**config.mk**
```make
export PLATFORM = sky130hd
export DESIGN_NAME = mpu_bus_responder
export DESIGN_NICKNAME = d
export VERILOG_FILES = /design/src/rtl/mpu_bus_responder.sv
export SDC_FILE = /design/constraint.sdc
export NUM_CORES = 2
export LEC_CHECK = 0
export BUFFER_PORTS_ARGS = -buffer_cell sky130_fd_sc_hd__buf_2
export CORE_UTILIZATION = 40
export DETAILED_ROUTE_END_ITERATION = 10
export SLEW_MARGIN = 20
export SYNTH_ARGS = -nofsm -noshare
export SYNTH_HDL_FRONTEND = slang
export SYNTH_SLANG_ARGS = --single-unit
```
**constraint.sdc**
```tcl
create_clock -name CLK -period 4.9 [get_ports CLK]
set_clock_uncertainty 0.1 [all_clocks]
set_input_delay 0.245 -clock CLK [delete_from_list [all_inputs] [get_ports CLK]]
set_output_delay 0.245 -clock CLK [all_outputs]
set_load 0.02 [all_outputs]
```
**src/rtl/mpu_bus_responder.sv**
```systemverilog
// Memory-side responder for the 6502 bus: zero-wait on-chip RAM and STATUS,
// all other addresses forwarded over a req/ack port while RDY stalls the MPU.
module mpu_bus_responder #(
    parameter int          RAM_AW  = 9,
    parameter logic [15:0] IO_ADDR = 16'h0200,
    parameter int          TIMEOUT = 16
) (
    input  logic        CLK,
    input  logic        RES_N,
    input  logic        R_W,
    input  logic [7:0]  ABL,
    input  logic [7:0]  ABH,
    input  logic [7:0]  DB_OUT,
    output logic [7:0]  DB_IN,
    output logic        RDY,
    output logic        EXT_REQ,
    output logic        EXT_WE,
    output logic [15:0] EXT_ADDR,
    output logic [7:0]  EXT_WDATA,
    input  logic [7:0]  EXT_RDATA,
    input  logic        EXT_ACK,
    output logic [1:0]  STATE_DBG
);

    // External handshake: EXT_REQ rises when WAIT is entered and stays high until
    // the cycle EXT_ACK is seen (single-cycle pulse) or the timeout fires; an ack
    // outside WAIT has no effect, and RDY=0 tells the MPU to hold the bus unchanged.
    typedef enum logic [1:0] {
        S_IDLE = 2'd0,
        S_WAIT = 2'd1,
        S_DONE = 2'd2
    } state_t;

    localparam int          DEPTH   = 1 << RAM_AW;
    localparam logic [15:0] RAM_TOP = 16'(DEPTH);
    localparam logic [7:0]  CNT_MAX = 8'(TIMEOUT - 1);

    state_t      state_q;
    logic [7:0]  cnt_q;
    logic [7:0]  rdata_q;
    logic        to_q;
    logic        ext_req_q;
    logic        ext_we_q;
    logic [15:0] ext_addr_q;
    logic [7:0]  ext_wdata_q;
    logic [7:0]  mem [DEPTH];

    logic [15:0] addr;
    logic        ram_hit;
    logic        io_hit;
    logic        ext_hit;
    logic        rdy;

    assign addr    = {ABH, ABL};
    assign ram_hit = addr < RAM_TOP;
    assign io_hit  = addr == IO_ADDR;
    assign ext_hit = !ram_hit && !io_hit;

    // Reset releases the MPU immediately, even with an external address on the bus.
    assign rdy = !RES_N || !((state_q == S_IDLE && ext_hit) || state_q == S_WAIT);

    always_ff @(posedge CLK) begin
        if (ram_hit && !R_W && rdy) begin
            mem[addr[RAM_AW-1:0]] <= DB_OUT;
        end
    end

    always_ff @(posedge CLK or negedge RES_N) begin
        if (!RES_N) begin
            state_q     <= S_IDLE;
            cnt_q       <= 8'd0;
            rdata_q     <= 8'd0;
            to_q        <= 1'b0;
            ext_req_q   <= 1'b0;
            ext_we_q    <= 1'b0;
            ext_addr_q  <= 16'd0;
            ext_wdata_q <= 8'd0;
        end else begin
            if (io_hit && !R_W && rdy) begin
                to_q <= 1'b0;
            end
            case (state_q)
                S_IDLE: begin
                    if (ext_hit) begin
                        ext_addr_q  <= addr;
                        ext_we_q    <= !R_W;
                        ext_wdata_q <= DB_OUT;
                        cnt_q       <= 8'd0;
                        ext_req_q   <= 1'b1;
                        state_q     <= S_WAIT;
                    end
                end
                S_WAIT: begin
                    if (EXT_ACK) begin
                        if (!ext_we_q) begin
                            rdata_q <= EXT_RDATA;
                        end
                        ext_req_q <= 1'b0;
                        state_q   <= S_DONE;
                    end else if (cnt_q == CNT_MAX) begin
                        rdata_q   <= 8'hFF;
                        to_q      <= 1'b1;
                        ext_req_q <= 1'b0;
                        state_q   <= S_DONE;
                    end else begin
                        cnt_q <= cnt_q + 8'd1;
                    end
                end
                S_DONE: begin
                    state_q <= S_IDLE;
                end
                default: begin
                    ext_req_q <= 1'b0;
                    state_q   <= S_IDLE;
                end
            endcase
        end
    end

    always_comb begin
        DB_IN = rdata_q;
        if (ram_hit) begin
            DB_IN = mem[addr[RAM_AW-1:0]];
        end else if (io_hit) begin
            DB_IN = {7'b0, to_q};
        end
    end

    assign RDY       = rdy;
    assign EXT_REQ   = ext_req_q;
    assign EXT_WE    = ext_we_q;
    assign EXT_ADDR  = ext_addr_q;
    assign EXT_WDATA = ext_wdata_q;
    assign STATE_DBG = state_q;

endmodule

```
==> results by group <==
Floorplan
  • Core area: 399700 µm²
  • Row cnt: 232
  • IO Count: 73
  • Die area: 404700 µm²
  • DIE WIDTH: 636.2 µm
  • Starting density of the core: 40.24%
  • Die H: 636.2 µm

Finish
  • FILL cells: 32690
  • Layout area overhead: 15.19%
  • Final design utilization: 46.36%
  • Multi-input logic area: 34570 µm²
  • Nets@finish: 8571
  • Layout Cells excl Fill: 14150
  • Layout cells sized above 1: 24.90%
  • Sequential cell area: 124100 µm²
  • Commonest non-fill, non-tap cells in the layout: edfxtp_1 (4096), mux4_2 (805), nor2_1 (570), mux2i_1 (564), buf_4 (529)
  • Most common cell after layout, fill and taps aside: edfxtp_1
  • Final instance area: 185300 µm²

Timing
  • WHS: 0.04368 ns
  • Period utilisation layout: 101.6%
  • Final Max Tran Viols: 0
  • Final setup fails: 4
  • Final worst setup slack: -0.07633 ns
  • Final TNS setup: -0.2530 ns
  • Worst Tran Pin Value: 1.219 ns
  • Fmax: 0.2010 GHz
  • RSZ-0062 raised after global routing: false
  • Final Hold Fails: 0
  • Slew HR: 18.72%
  • Post-layout min period: 4.976 ns

Clocking
  • Max clock buf depth: 4
  • Worst-skew pair later-pin latency: 0.97 ns
  • TritonCTS clock tree: done
  • Post-CTS Setup Inserts: 0
  • H-tree depth: 5
  • Clock slew at reported path FFs: 0.06 ns
  • Num CTS Buffers: 403
  • Clk root buf: clkbuf_16
  • Clk sinks: 4141

Global route
  • Global route total overflow: 0
  • Largest net degree at the start of global routing: 175
  • GRT Total Usage: 22.61%
  • Vias in the first global route: 83790
  • First-pass GRT wire length: 652400 µm
  • Initial antenna violation count: 29

Placed design
  • Port bufs: 72
  • GP Congestion: 0.9084
  • Placed cells: 13330
  • Detailed placer's ending HPWL: 298500 µm
  • Placed cell areas: 171200 µm²

Synth
  • FF+latch count, synth: 4141
  • Distinct cells, synth: 78
  • Post-Syn Area: 160900 µm²
  • Post-synth EDFFs: 4096
  • Asr flop ratio synth: 1.087%
  • Syn Nets: 7905
  • Cells after Synth: 7868
  • Top_reg_cell synth: edfxtp_1
  • Synth Warn #: 0
  • Sequential area share after synthesis: 77.16%
  • Syn_area_per_cell: 20.45 µm²

Job
  • Maximum capacitance violations: 0

Critical path
  • CP max stage delay: 0.60 ns
  • Slowest-stage cell, CP: a31oi_2
  • WS Path Type: in2out
  • CP cell instances: buf_8 -> buf_4 -> buf_12 -> mux4_2 -> mux2i_1 -> o22ai_1 -> a31oi_2 -> o21a_1 -> a32oi_2 -> buf_4 -> buf_2
  • Critical Path AT: 4.63 ns
  • CP Data Required Time: 4.55 ns
  • Crit end category: output pin
  • CP Launch Type: input pin
  • Delay-heaviest family, CP: compound AO/OA/AOI/OAI gates
  • Crit Path Max Fanout: 30
  • Most frequent CP cell: buf_4
  • Worst reg2reg setup slack: 1.56 ns
  • Worst path bufs/invs: 5

Detailed routing
  • DR WL/cell: 32.99 µm
  • Vias per inst: 5.924
  • Post-route ant nets: 0
  • DRT iter0 DRCs: 10880
  • Drt pass-1 iters: 5
  • DRC viols: 0
  • Via count: 83810
  • Final WL: 466700 µm

Hold path
  • Hold crit path type: in2reg

Status
  • Violated checks: negative setup slack
  • Status: complete, but fails checks

Power and ir drop
  • PwrDens: 405.5 nW/µm²
  • P_leak: 58.95 nW
  • Peak VDD IR: 0.2872 mV
Yosys cell counts (49+ instances only):
| cell type | number | area share [%] |
|---|---|---|
| a21oi_1 | 76 | 0.24 |
| a22oi_1 | 210 | 0.98 |
| buf_2 | 247 | 0.77 |
| clkbuf_1 | 132 | 0.31 |
| edfxtp_1 | 4096 | 76 |
| mux2_2 | 49 | 0.34 |
| mux2i_1 | 567 | 3.5 |
| mux4_2 | 805 | 11 |
| nand2_1 | 163 | 0.38 |
| nand3_1 | 88 | 0.27 |
| nor2_1 | 578 | 1.3 |
| o21ai_0 | 96 | 0.30 |
| o22ai_1 | 182 | 0.71 |
stage by stage:
step | total power, mW | setup slack, ns
6_report | 75.13 | -0.07633
5_1_grt | 76.79 | 0.001643
4_1_cts | 75.37 | -0.03860
3_5_place_dp | 44.46 | -0.5342
3_3_place_gp | 44.39 | -0.9378
2_1_floorplan | 42.06 | 1.685
kinds of logic after synthesis:
logic type | synth area share (%)
flops | 77.16
mux | 15.14
simple gates | 3.005
compound gates | 3.083
buf+inv | 1.578
xor+xnor | 0.02178
fa+ha+maj | 0.007777
sequential cells by signal (all words and copies together) (netlist names):
register / cells
mem: 4096
EXT_ADDR: 16
EXT_WDATA: 8
cnt_q: 8
rdata_q: 8
STATE_DBG: 2
EXT_REQ: 1
EXT_WE: 1
to_q: 1
final timing paths:
kind	startpoint	cells past startpoint	endpoint
max	ABL[0]	11	DB_IN[5]
min reg2reg	to_q	1	to_q
max reg2reg	STATE_DBG[1]	8	mem[339][2]
min	ABL[1]	3	EXT_ADDR[1]
max in group asynchronous	RES_N	4	cnt_q[7]
min in group asynchronous	RES_N	4	EXT_WE
worst register-to-register path: cells and delay by family (launching register included):
family                 cells  cell delay, ns
DFF                        1            0.42
and+or+nand+nor            5            1.56
AOI/OAI and AO/OA          1            0.14
buffers and inverters      2            0.87
routing by layer:
layer / global-route usage, % / vias up / share of wire, %
li1: - / 34000 / -
met1: 30.89 / 44640 / 39
met2: 35.70 / 4351 / 47
met3: 4.357 / 812 / 9.1
met4: 9.364 / 4 / 4.7
met5: 0 / - / 0.0056
timing repair:
item | in CTS | in global routing
gates cloned | 1 | 0
hold buffers | 64 | 0
setup endpoints to repair | 7 | 5
endpoints found under the hold margin | 855 | 0
gates resized for setup | 21 | 10
final cells by class:
cell class,count,area share [%]
Sequential cell,4141,66.99
Multi-Input combinational cell,3235,18.66
Clock buffer,485,5.695
Timing Repair Buffer,749,3.661
Tap cell,5265,3.555
Clock inverter,254,1.409
Antenna cell,14,0.01891
Inverter,4,0.01351
power breakdown:
group          switching, mW  total (mW)  leakage, nW  internal, mW
clock                   13.4        31.2         6.41          17.8
sequential             0.173        39.2         37.3          39.1
combinational           3.06        4.66         15.2          1.60
total                   16.6        75.1         59.0          58.5
Power figures use the tool's default switching activity.
